**src/rtl/mul_div_if.sv**
```systemverilog
// Handshake and operand/result bundle between the execute stage and the mul/div unit.
interface mul_div_if #(
  parameter int unsigned WIDTH = 32
);
  logic             start;
  logic [1:0]       md_op;
  logic [WIDTH-1:0] op_src_1;
  logic [WIDTH-1:0] op_src_2;
  logic             hi_we;
  logic             lo_we;
  logic [WIDTH-1:0] wdata;
  logic             busy;
  logic             done;
  logic [WIDTH-1:0] hi;
  logic [WIDTH-1:0] lo;

  modport master (
    output start, md_op, op_src_1, op_src_2, hi_we, lo_we, wdata,
    input  busy, done, hi, lo
  );

  modport slave (
    input  start, md_op, op_src_1, op_src_2, hi_we, lo_we, wdata,
    output busy, done, hi, lo
  );
endinterface

```
**src/rtl/mul_div_unit.sv**
```systemverilog
// Iterative MIPS mult/multu/div/divu unit: one bit per cycle on magnitudes,
// sign correction in a final FIX cycle, results written to HI/LO.
module mul_div_unit #(
  parameter int unsigned WIDTH = 32
) (
  input logic      clk,
  input logic      rst,
  mul_div_if.slave bus
);

  localparam int unsigned CntW = $clog2(WIDTH);

  typedef enum logic [1:0] {StIdle, StCalc, StFix} state_e;

  state_e             r_state;
  logic [CntW-1:0]    r_cnt;
  // mult: {partial product, multiplier}; div: {remainder, dividend/quotient}
  logic [2*WIDTH-1:0] r_acc;
  logic [WIDTH-1:0]   r_m;
  logic [WIDTH-1:0]   r_orig_a;
  logic               r_is_div;
  logic               r_neg_res;
  logic               r_neg_a;
  logic               r_b_zero;
  logic [WIDTH-1:0]   r_hi;
  logic [WIDTH-1:0]   r_lo;
  logic               r_busy;
  logic               r_done;

  logic               w_signed;
  logic               w_neg1;
  logic               w_neg2;
  logic [WIDTH-1:0]   w_abs1;
  logic [WIDTH-1:0]   w_abs2;
  logic [WIDTH:0]     w_msum;
  logic [2*WIDTH-1:0] w_mul_next;
  logic [WIDTH:0]     w_shift;
  logic [WIDTH:0]     w_diff;
  logic [2*WIDTH-1:0] w_div_next;
  logic [2*WIDTH-1:0] w_prod;
  logic [WIDTH-1:0]   w_quo;
  logic [WIDTH-1:0]   w_rem;

  always_comb begin
    w_signed = ~bus.md_op[0];
    w_neg1   = w_signed & bus.op_src_1[WIDTH-1];
    w_neg2   = w_signed & bus.op_src_2[WIDTH-1];
    w_abs1   = w_neg1 ? -bus.op_src_1 : bus.op_src_1;
    w_abs2   = w_neg2 ? -bus.op_src_2 : bus.op_src_2;

    w_msum     = {1'b0, r_acc[2*WIDTH-1:WIDTH]} + (r_acc[0] ? {1'b0, r_m} : '0);
    w_mul_next = {w_msum, r_acc[WIDTH-1:1]};

    // Restoring step: a borrow out of the trial subtract means keep the shifted remainder.
    w_shift = {r_acc[2*WIDTH-1:WIDTH], r_acc[WIDTH-1]};
    w_diff  = w_shift - {1'b0, r_m};
    if (w_diff[WIDTH]) begin
      w_div_next = {w_shift[WIDTH-1:0], r_acc[WIDTH-2:0], 1'b0};
    end else begin
      w_div_next = {w_diff[WIDTH-1:0], r_acc[WIDTH-2:0], 1'b1};
    end

    w_prod = r_neg_res ? -r_acc : r_acc;
    w_quo  = r_neg_res ? -r_acc[WIDTH-1:0] : r_acc[WIDTH-1:0];
    w_rem  = r_neg_a ? -r_acc[2*WIDTH-1:WIDTH] : r_acc[2*WIDTH-1:WIDTH];
  end

  always_ff @(posedge clk or posedge rst) begin
    if (rst) begin
      r_state   <= StIdle;
      r_cnt     <= '0;
      r_acc     <= '0;
      r_m       <= '0;
      r_orig_a  <= '0;
      r_is_div  <= 1'b0;
      r_neg_res <= 1'b0;
      r_neg_a   <= 1'b0;
      r_b_zero  <= 1'b0;
      r_hi      <= '0;
      r_lo      <= '0;
      r_busy    <= 1'b0;
      r_done    <= 1'b0;
    end else begin
      r_done <= 1'b0;
      case (r_state)
        StIdle: begin
          if (bus.start) begin
            r_state   <= StCalc;
            r_busy    <= 1'b1;
            r_cnt     <= '0;
            r_is_div  <= bus.md_op[1];
            r_neg_res <= w_neg1 ^ w_neg2;
            r_neg_a   <= w_neg1;
            r_b_zero  <= (bus.op_src_2 == '0);
            r_orig_a  <= bus.op_src_1;
            if (bus.md_op[1]) begin
              r_acc <= {{WIDTH{1'b0}}, w_abs1};
              r_m   <= w_abs2;
            end else begin
              r_acc <= {{WIDTH{1'b0}}, w_abs2};
              r_m   <= w_abs1;
            end
          end else begin
            if (bus.hi_we) r_hi <= bus.wdata;
            if (bus.lo_we) r_lo <= bus.wdata;
          end
        end
        StCalc: begin
          r_acc <= r_is_div ? w_div_next : w_mul_next;
          r_cnt <= r_cnt + CntW'(1);
          if (r_cnt == CntW'(WIDTH - 1)) r_state <= StFix;
        end
        StFix: begin
          if (!r_is_div) begin
            {r_hi, r_lo} <= w_prod;
          end else if (r_b_zero) begin
            r_hi <= r_orig_a;
            r_lo <= '1;
          end else begin
            r_hi <= w_rem;
            r_lo <= w_quo;
          end
          r_busy  <= 1'b0;
          r_done  <= 1'b1;
          r_state <= StIdle;
        end
        default: r_state <= StIdle;
      endcase
    end
  end

  assign bus.busy = r_busy;
  assign bus.done = r_done;
  assign bus.hi   = r_hi;
  assign bus.lo   = r_lo;

endmodule

```
**src/flat_wrapper.sv**
```systemverilog
// flat-port wrapper written by rule: the top's interface ports become plain ports
module mul_div_unit_flat 
#(
  parameter int unsigned WIDTH = 32
)
  (clk, rst, bus_start, bus_md_op, bus_op_src_1, bus_op_src_2, bus_hi_we, bus_lo_we, bus_wdata, bus_busy, bus_done, bus_hi, bus_lo);
  mul_div_if #(.WIDTH(WIDTH)) bus_i ();
  input logic clk;
  input logic rst;
  input wire logic [$bits(bus_i.start)-1:0] bus_start;
  input wire logic [$bits(bus_i.md_op)-1:0] bus_md_op;
  input wire logic [$bits(bus_i.op_src_1)-1:0] bus_op_src_1;
  input wire logic [$bits(bus_i.op_src_2)-1:0] bus_op_src_2;
  input wire logic [$bits(bus_i.hi_we)-1:0] bus_hi_we;
  input wire logic [$bits(bus_i.lo_we)-1:0] bus_lo_we;
  input wire logic [$bits(bus_i.wdata)-1:0] bus_wdata;
  output wire logic [$bits(bus_i.busy)-1:0] bus_busy;
  output wire logic [$bits(bus_i.done)-1:0] bus_done;
  output wire logic [$bits(bus_i.hi)-1:0] bus_hi;
  output wire logic [$bits(bus_i.lo)-1:0] bus_lo;
  assign bus_i.start = bus_start;
  assign bus_i.md_op = bus_md_op;
  assign bus_i.op_src_1 = bus_op_src_1;
  assign bus_i.op_src_2 = bus_op_src_2;
  assign bus_i.hi_we = bus_hi_we;
  assign bus_i.lo_we = bus_lo_we;
  assign bus_i.wdata = bus_wdata;
  assign bus_busy = bus_i.busy;
  assign bus_done = bus_i.done;
  assign bus_hi = bus_i.hi;
  assign bus_lo = bus_i.lo;
  mul_div_unit #(.WIDTH(WIDTH)) u_core (.clk(clk), .rst(rst), .bus(bus_i));
endmodule
```
**config.mk**
```make
export PLATFORM = sky130hd
export DESIGN_NAME = mul_div_unit_flat
export DESIGN_NICKNAME = d
export VERILOG_FILES = /design/src/rtl/mul_div_if.sv /design/src/rtl/mul_div_unit.sv /design/src/flat_wrapper.sv
export SDC_FILE = /design/constraint.sdc
export NUM_CORES = 1
export LEC_CHECK = 0
export CORE_AREA = 2 2 172 174
export DETAILED_ROUTE_END_ITERATION = 8
export DIE_AREA = 0 0 174 176
export PLACE_DENSITY = 0.82
export RECOVER_POWER = 25
export SLEW_MARGIN = 10
export SYNTH_ARGS = -nofsm -noshare
export SYNTH_HDL_FRONTEND = slang
export SYNTH_SLANG_ARGS = --single-unit
```
**constraint.sdc**
```tcl
create_clock -name clk -period 9.65 [get_ports clk]
set_input_delay 1.93 -clock clk [delete_from_list [all_inputs] [get_ports clk]]
set_output_delay 1.93 -clock clk [all_outputs]
set_load 0.005 [all_outputs]
```
* After elaboration in Yosys (flattened, before gate mapping)
Cells that the tools add are included.
Widths: inputs -> output; s select.
** Storage, ports and cells
- Output and inout port bits :: 66
- Register bits :: 205
- Word-level logic and storage cells :: 73
** Operators by class
- Reductions and logical operators :: 10
- Equality and inequality tests :: 8
- Multiplexer cells :: 30
- Bitwise logic cells :: 4
- Add/sub/neg operators :: 8
** Operator list (number)
- $mux 32 :: 15
- $mux 64 :: 4
- $neg 32->32 :: 4
- $pmux 32 s2 :: 2
- $pmux 64 s2 :: 1
- $neg 64->64 :: 1
- $add 32x33->33 :: 1
- $sub 33x32->33 :: 1
- $logic_not 32->1 :: 1
- $pmux 5 s2 :: 1
- $ne 2x2->1 const B :: 4
- $reduce_and 2->1 :: 4
- $reduce_and 3->1 :: 2
- $add 5x1->5 const B :: 1
- $eq 5x5->1 const B :: 1
- $mux 5 :: 1
- $mux 2 :: 2
- $pmux 2 s2 :: 1
- $reduce_bool 2->1 :: 2
- $and 1x1->1 :: 2
- $eq 2x1->1 const B :: 1
- $eq 2x2->1 const B :: 1
- $logic_not 2->1 :: 1
- $mux 1 :: 2
- other kinds (4) :: 4

* Depth between registers and ports, before layout
Gate-level depths: netlist of the first run.
- Depth after elaboration :: 6
- Gate-level depth with buffers :: 14

* Worst setup path after synthesis of the first run
Ideal clock, no wire load.
- Path kind :: input-to-reg
- Start point :: in bus_op_src_2[5]
- End point :: reg u_core.r_acc[23]
- Data required time :: 9.524 ns
- Buffers on the path :: 0
- Cell stages on the path :: 8
- Arrival time :: 4.108 ns
- Slack :: 5.415 ns
- Cells stage by stage :: or4_1 > or4_1 > nor3_2 > nand2_1 > o21ai_1 > xor2_1 > mux2i_1 > a221o_1
** Between the ends
- Longest elaborated chain between the ends :: 5
** Ends and longest elaborated chain
- start, declared :: RTL line flat_wrapper.sv:13 : input wire logic [$bits(bus_i.op_src_2)-1:0] bus_op_src_2;
- $neg 32->32 :: RTL line mul_div_unit.sv:49 : w_abs2 = w_neg2 ? -bus.op_src_2 : bus.op_src_2;
- $mux 32 :: RTL line mul_div_unit.sv:49
- $mux 32 :: RTL line mul_div_unit.sv:96 : if (bus.md_op[1]) begin
- $mux 64 :: RTL line mul_div_unit.sv:87 : if (bus.start) begin
- $pmux 64 s2 :: RTL line mul_div_unit.sv:85 : case (r_state)
- end signal, assigned :: RTL line mul_div_unit.sv:97 : r_acc <= {{WIDTH{1'b0}}, w_abs1};
- end signal, assigned :: RTL line mul_div_unit.sv:100 : r_acc <= {{WIDTH{1'b0}}, w_abs2};
- end signal, assigned :: RTL line mul_div_unit.sv:109 : r_acc <= r_is_div ? w_div_next : w_mul_next;
- end, declared :: RTL line mul_div_unit.sv:18 : logic [2*WIDTH-1:0] r_acc;
Every way passes these cells. The select of a mux whose other input is x is not followed.
A chain may end at the register's enable or synchronous reset.

* Final worst setup path of the first run
- Start point :: reg u_core.r_acc[0]
- End point :: reg u_core.r_acc[63]
** Between the ends
- Longest elaborated chain between the ends :: 4
** Ends and longest elaborated chain
- $mux 32 :: RTL line mul_div_unit.sv:51 : w_msum = {1'b0, r_acc[2*WIDTH-1:WIDTH]} + (r_acc[0] ? {1'b0, r_m} : '0);
- $add 32x33->33 :: RTL line mul_div_unit.sv:51
- $mux 64 :: RTL line mul_div_unit.sv:109
- $pmux 64 s2 :: RTL line mul_div_unit.sv:85
Every way passes these cells.

==> impl_metrics.py, run 1 <==
metrics = {
    "synthesis": {
        "yosysWarnings": 0,
        "synth_area_per_cell_sq_um": 7.65,
        "synth.area.top_cells": "dfrtp_1, o21ai_0, nand2_1",
        "synth-adder-area-share": 0.0546,
        "synthArstFlopShare": 1.00,
        "synth_compound_gate_area_share": 0.270,
        "ys_ff_latch": 205,
        "yosysTopAreaCell": "dfrtp_1",
        "postSynthCellCount": 2193,
        "netlist.area_leader.share": 0.306,
        "ys_seq_area_frac": 0.306,
        "syn_area_sq_mm": 0.0168,
        "synth_top_family_by_area": "compound AO/OA/AOI/OAI gates",
        "ys_types": 76,
        "synth_mux_area_frac": 0.0350,
        "yosys.area_share.simple": 0.198,
        "syn_nets": 2368,
        "ys.flop_type": "dfrtp_1",
        "synth_xor_area_frac": 0.0888,
        "synth_edf_count": 0,
    },
    "final_layout": {
        "multi_input_area_sq_mm": 0.0109,
        "regArea_sq_mm": 0.00513,
        "final_nets": 2444,
        "fillCellCount": 2435,
        "drive_above_1_share": 0.0455,
        "fin_cells": 2670,
        "syn_to_final_growth_pct": 15.9,
        "diodes": 0,
    },
    "timing": {
        "fmax_mhz": 202,
        "setup_viol": 0,
        "fin_crit_sh": 0.512,
        "grt_setup_unrepaired": "false",
        "hold_viol": 0,
        "worst_pin_slew_ns": 2.19,
        "fin_skew_ns": 0.0135,
        "tns_ns": 0,
        "maxSlewViolCount": 33,
        "relSlewSlack": -0.459,
        "fin_ws_ns": 4.71,
        "fin_crit_ns": 4.94,
    },
    "clock_network": {
        "cts_tree": "yes",
        "cts-resized-gates": 0,
        "cts.clk_slew.worst_paths_ns": 0.06,
        "htreeDepth": 1,
        "clock_path_buffers": 3,
        "insertion_delay_ns": 0.54,
        "ctsRootBufferMaster": "clkbuf_16",
        "cts-hold-fix-buffers": 0,
        "numCtsBuffers": 25,
        "post-cts-setup-buffers": 0,
        "cts.sinks": 205,
    },
    "global_routing": {
        "grt_pass1_wl_mm": 97.2,
        "grt_util_all_layers": 0.406,
        "antenna_found_initial": 0,
        "grt_pass1_vias": 16600,
        "grt_overflow": 0,
        "grt_max_degree": 131,
    },
    "drt": {
        "drc": 0,
        "first_pass_iters": 8,
        "wire_per_inst_um": 23.9,
        "detail-route-antenna-nets": 0,
        "vias": 17900,
        "viasPerCell": 6.72,
        "drt_iter0_markers": 2392,
        "wirelength_mm": 63.8,
    },
    "placed_design": {
        "pre_cts_ws_ns": 4.65,
        "port_buffers": 168,
        "hpwl_mm": 47.4,
        "dp.cells": 2625,
        "globalplace.congestion": 1.02,
    },
    "worst_setup_path": {
        "crit_chain": "clkinv_1, buf_4, nor2_1, ha_1, nor2b_1, o31ai_1, a21boi_0, a211o_1, a21o_1, a221oi_1, o311ai_0, o41ai_1, o22ai_1",
        "crit_arrival_ns": 5.34,
        "critPathLaunchType": "register",
        "crit_buf_inv": 2,
        "worstSetupPathType": "reg2reg",
        "crit_slowest_cell": "dfrtp_1",
        "critPathTopFamily": "compound AO/OA/AOI/OAI gates",
        "cp-end-kind": "register",
        "cp.required_ns": 10.05,
        "critPathMaxFanout": 30,
        "cpPeakStageDelay_ns": 0.57,
    },
    "pwr": {
        "powerDensity_mw_per_mm2": 384,
        "ir_drop_uv": 343,
        "p_leak_nw": 8.24,
    },
    "floorplan": {
        "start_util": 0.588,
        "dieHeight_um": 176,
        "ios": 169,
        "rows": 62,
        "dieArea_sq_mm": 0.0306,
        "coreArea_sq_mm": 0.0285,
        "die_w_um": 174,
    },
    "outcome": {
        "status": "finished with violations",
        "violations": "max-capacitance violations, max-slew violations",
    },
    "min_path": {
        "min_path_type": "reg2reg",
    },
    "run": {
        "drv_cap": 1,
    },
}
[worst paths after layout]
path	startpoint	to	slack, ns	cells after the start
worst max-delay path	u_core.r_acc[0]	u_core.r_acc[63]	4.71	13
worst min-delay path	u_core.bus.lo[26]	u_core.bus.lo[26]	0.48	2
worst max register to register	u_core.r_acc[0]	u_core.r_acc[63]	4.71	13
worst min register to register	u_core.bus.lo[26]	u_core.bus.lo[26]	0.48	2
max in group asynchronous	rst	u_core.r_state[1]	5.84	3
min in group asynchronous	rst	u_core.r_acc[57]	2.00	2
[worst register-to-register path, delay by kind of cell, from the launching register on]
kind / cells / cell delay (ns)
AOI/OAI and AO/OA: 8 / 2.97
buffers and inverters: 2 / 0.69
DFF: 1 / 0.57
and+or+nand+nor: 2 / 0.31
adders and majority gates: 1 / 0.28
[state kept, by name, indices dropped and copies added, names as in the netlist]
name and flops:
u_core.bus.busy 1, u_core.bus.done 1, u_core.bus.hi 32, u_core.bus.lo 32
u_core.r_acc 64, u_core.r_b_zero 1, u_core.r_cnt 5, u_core.r_is_div 1
u_core.r_m 32, u_core.r_neg_a 1, u_core.r_neg_res 1, u_core.r_orig_a 32
u_core.r_state 2
[report_power, final]
part	switching [W]	leakage, nW	total, W	internal (W)
sequential	0.000647	2.53	0.00191	0.00127
clock	0.000392	0.401	0.000970	0.000578
combinational	0.00267	5.31	0.00458	0.00191
total	0.00371	8.24	0.00746	0.00375
[synth_stat cells, types with 5 or more instances]
cell      number
a211o_1        7
a211oi_1      14
a21o_1        33
a21oi_1      190
a221o_1       11
a221oi_1       7
a22o_1         6
a22oi_1       24
a311oi_1       5
a31oi_1       26
and2_1        12
and3_1        20
buf_1         14
clkbuf_1     124
dfrtp_1      205
ha_1          70
inv_1         65
mux2_2        13
mux2i_1       44
nand2_1      317
nand2b_1      14
nand3_1       33
nand4_1       12
nor2_1       197
nor2b_1       12
nor3_1        40
nor4_1        12
o211ai_1      18
o21a_1         8
o21ai_0      243
o21ai_1        5
o21bai_1       9
o221ai_1      12
o22ai_1       45
o31ai_1       25
o41ai_1       15
or2_2         10
or3_1         16
or4_1         21
xnor2_1      109
xor2_1        61
[final cells by class]
class | count | area share
multi-input combinational | 1777 | 0.560
sequential | 205 | 0.264
timing repair buffer | 191 | 0.0954
clock buffer | 32 | 0.0351
tap | 384 | 0.0247
inverter | 69 | 0.0137
clock inverter | 12 | 0.00753
[metal layers]
| metal | share of wire | track usage | up-vias |
|---|---|---|---|
| met1 | 0.39 | 0.556 | 8468 |
| met2 | 0.43 | 0.620 | 1195 |
| met3 | 0.12 | 0.0876 | 221 |
| met4 | 0.055 | 0.180 | 2 |
| met5 | 0.00053 | 0.00801 | - |
| li1 | - | - | 8061 |
[kinds of logic after synthesis]
| logic type | count (synthesis) |
|---|---|
| xor+xnor | 170 |
| compound gates | 741 |
| flops | 205 |
| mux | 57 |
| simple gates | 737 |
| buf+inv | 211 |
| fa+ha+maj | 72 |
[stage by stage]
step / hold WS [ns] / instance area, sq um / power (W) / util
after floorplan: 0.440 / 16800 / 0.00485 / -
after global placement: 0.456 / 18600 / 0.00617 / 0.651
after detailed placement: 0.464 / 18600 / 0.00630 / 0.651
after CTS: 0.478 / 19400 / 0.00729 / 0.680
after global routing: 0.496 / 19400 / 0.00795 / 0.681
final: 0.479 / 19400 / 0.00746 / 0.681
[placed cells by master, fill, tap and decap left out, drive strengths merged, types with 15 or more instances in the layout]
cell and count:
clkdlybuf4s50 166, o22ai 45, nand2 317, or4 23, buf 22, dfrtp 205
a21o 33, xnor2 109, o41ai 15, o211ai 18, ha 70, xor2 61
or3 16, a31oi 26, clkbuf 34, and3 20, nor2 198, nand3 33
nor3 41, inv 67, a21oi 190, mux2i 44, a22oi 24, o31ai 25
o21ai 248
No activity file was read; power rests on OpenSTA's default activity.
==> run 2: changes to the inputs <==
CORE_AREA = 2 2 181 183   (was 2 2 172 174)
DIE_AREA = 0 0 183 185   (was 0 0 174 176)
PLACE_DENSITY = 0.78   (was 0.82)
clock period = 4.1 ns   (was 9.65 ns; I/O delays follow)
==> impl_metrics.py, run 2 (synthesis gave the netlist of run 1 again) <==
metrics = {
    "floorplan": {
        "coreArea_sq_mm": 0.0320,
        "rows": 66,
        "dieHeight_um": 185,
        "dieArea_sq_mm": 0.0339,
        "ios": 169,
        "die_w_um": 183,
        "start_util": 0.524,
    },
    "pwr": {
        "p_leak_nw": 8.53,
        "ir_drop_uv": 470,
        "fin_total_pwr_w": 0.0182,
        "powerDensity_mw_per_mm2": 909,
    },
    "final_layout": {
        "finalInstanceArea_sq_mm": 0.0200,
        "top_register": "u_core.r_acc",
        "fillCellCount": 2868,
        "regArea_sq_mm": 0.00513,
        "final_cell_mix": "nand2_1, o21ai_0, dfrtp_1",
        "diodes": 0,
        "layout_commonest_cell": "nand2_1",
        "largest_reg_flops": 64,
        "multi_input_area_sq_mm": 0.0109,
        "drive_above_1_share": 0.0692,
        "final_nets": 2495,
        "syn_to_final_growth_pct": 19.1,
    },
    "timing": {
        "fin_skew_ns": 0.0227,
        "grt_setup_unrepaired": "false",
        "maxSlewViolCount": 77,
        "fmax_mhz": 262,
        "hold_viol": 0,
        "fin_crit_ns": 3.82,
        "setup_viol": 0,
        "worst_pin_slew_ns": 1.99,
        "whs_ns": 0.478,
        "tns_ns": 0,
        "relSlewSlack": -0.324,
        "fin_crit_sh": 0.932,
    },
    "clock_network": {
        "cts.clk_slew.worst_paths_ns": 0.06,
        "numCtsBuffers": 26,
        "htreeDepth": 1,
        "cts.sinks": 205,
        "cts_tree": "yes",
        "cts-resized-gates": 0,
        "clock_path_buffers": 3,
        "ctsRootBufferMaster": "clkbuf_16",
        "post-cts-setup-buffers": 0,
        "insertion_delay_ns": 0.55,
        "cts-hold-fix-buffers": 0,
    },
    "drt": {
        "detail-route-antenna-nets": 0,
        "first_pass_iters": 9,
        "viasPerCell": 6.57,
        "wire_per_inst_um": 23.9,
        "vias": 18100,
        "wirelength_mm": 65.8,
        "drc": 0,
        "drt_iter0_markers": 2068,
    },
    "worst_setup_path": {
        "critPathMaxFanout": 28,
        "crit_arrival_ns": 4.23,
        "reg2reg_depth": 13,
        "worstSetupPathType": "reg2reg",
        "critPathLaunch": "u_core.r_acc[0]",
        "critPathLaunchType": "register",
        "cp-end-kind": "register",
        "cp.required_ns": 4.51,
        "rr_startpoint": "u_core.r_acc[0]",
        "r2r_end": "u_core.r_acc[63]",
        "rrSetupSlack_ns": 0.28,
    },
    "global_routing": {
        "grt_pass1_vias": 16700,
        "antenna_found_initial": 0,
        "grt_util_all_layers": 0.378,
        "grt_max_degree": 95,
        "grt_pass1_wl_mm": 98.6,
        "grt_overflow": 0,
    },
    "outcome": {
        "status": "finished with violations",
        "violations": "max-capacitance violations, max-slew violations",
    },
    "min_path": {
        "min_from": "u_core.bus.busy",
        "min_path_type": "reg2reg",
        "holdPathStages": 2,
        "min_to": "u_core.bus.busy",
    },
    "placed_design": {
        "port_buffers": 168,
        "globalplace.congestion": 1.03,
        "hpwl_mm": 49.9,
        "detailed_place.area_sq_mm": 0.0191,
    },
    "run": {
        "drv_cap": 1,
    },
}
run 2: cell count changes in the layout (fill, tap and decap cells not counted), moves of 2 or more:
cell / previous run / this run
buf_12: 1 / 3
buf_4: 20 / 66
bufinv_16: 3 / 5
clkbuf_1: 6 / 3
clkbuf_16: 25 / 27
clkbuf_2: 0 / 2
clkinv_4: 0 / 2
run 2: worst max-delay path, stage by stage, from the launching register on:
cell and delay [ns]:
dfrtp_1 0.38, clkinv_1 0.08, buf_4 0.31, nor2_1 0.10, ha_1 0.23, a2111oi_0 0.57
a21boi_0 0.29, a211o_1 0.37, a21o_1 0.22, a221oi_1 0.29, buf_4 0.18, o311ai_0 0.22
o41ai_1 0.31, o22ai_1 0.13
run 2: final cells by class:
cell class / instances / area share
Tap cell: 408 / 0.0256
Sequential cell: 205 / 0.257
Clock buffer: 30 / 0.0354
Timing Repair Buffer: 241 / 0.113
Inverter: 69 / 0.0130
Clock inverter: 18 / 0.0118
Multi-Input combinational cell: 1777 / 0.545
run 2: metrics by stage:
stage,setup slack (ns),util,std cells
final,0.278,0.623,2748
after floorplan,0.622,-,2193
after global routing,0.0105,0.623,2748
after global placement,0.364,0.595,2700
after CTS,0.319,0.625,2748
after detailed placement,0.312,0.595,2700
run 2: worst max-delay path by stage:
stage | endpoint | cells past startpoint
final | u_core.r_acc[63] | 13
after global routing | u_core.r_acc[63] | 13
after CTS | u_core.r_acc[63] | 13
after detailed placement | u_core.r_acc[63] | 13
after global placement | u_core.r_m[27] | 9
after floorplan | u_core.bus.busy | 1
run 2: power by group:
group	switching, W	leakage [nW]	total, W	internal (W)
Clock	0.000963	0.456	0.00252	0.00155
Sequential	0.00131	2.53	0.00430	0.00298
Combinational	0.00659	5.54	0.0113	0.00476
Total	0.00887	8.53	0.0182	0.00929
run 2: per-layer routing:
metal  global-route usage  vias up  share of wire
li1                     -     8148              -
met1                0.513     8629           0.40
met2                0.583     1094           0.44
met3               0.0763      187           0.11
met4                0.170        0          0.052
met5              0.00444        -              0
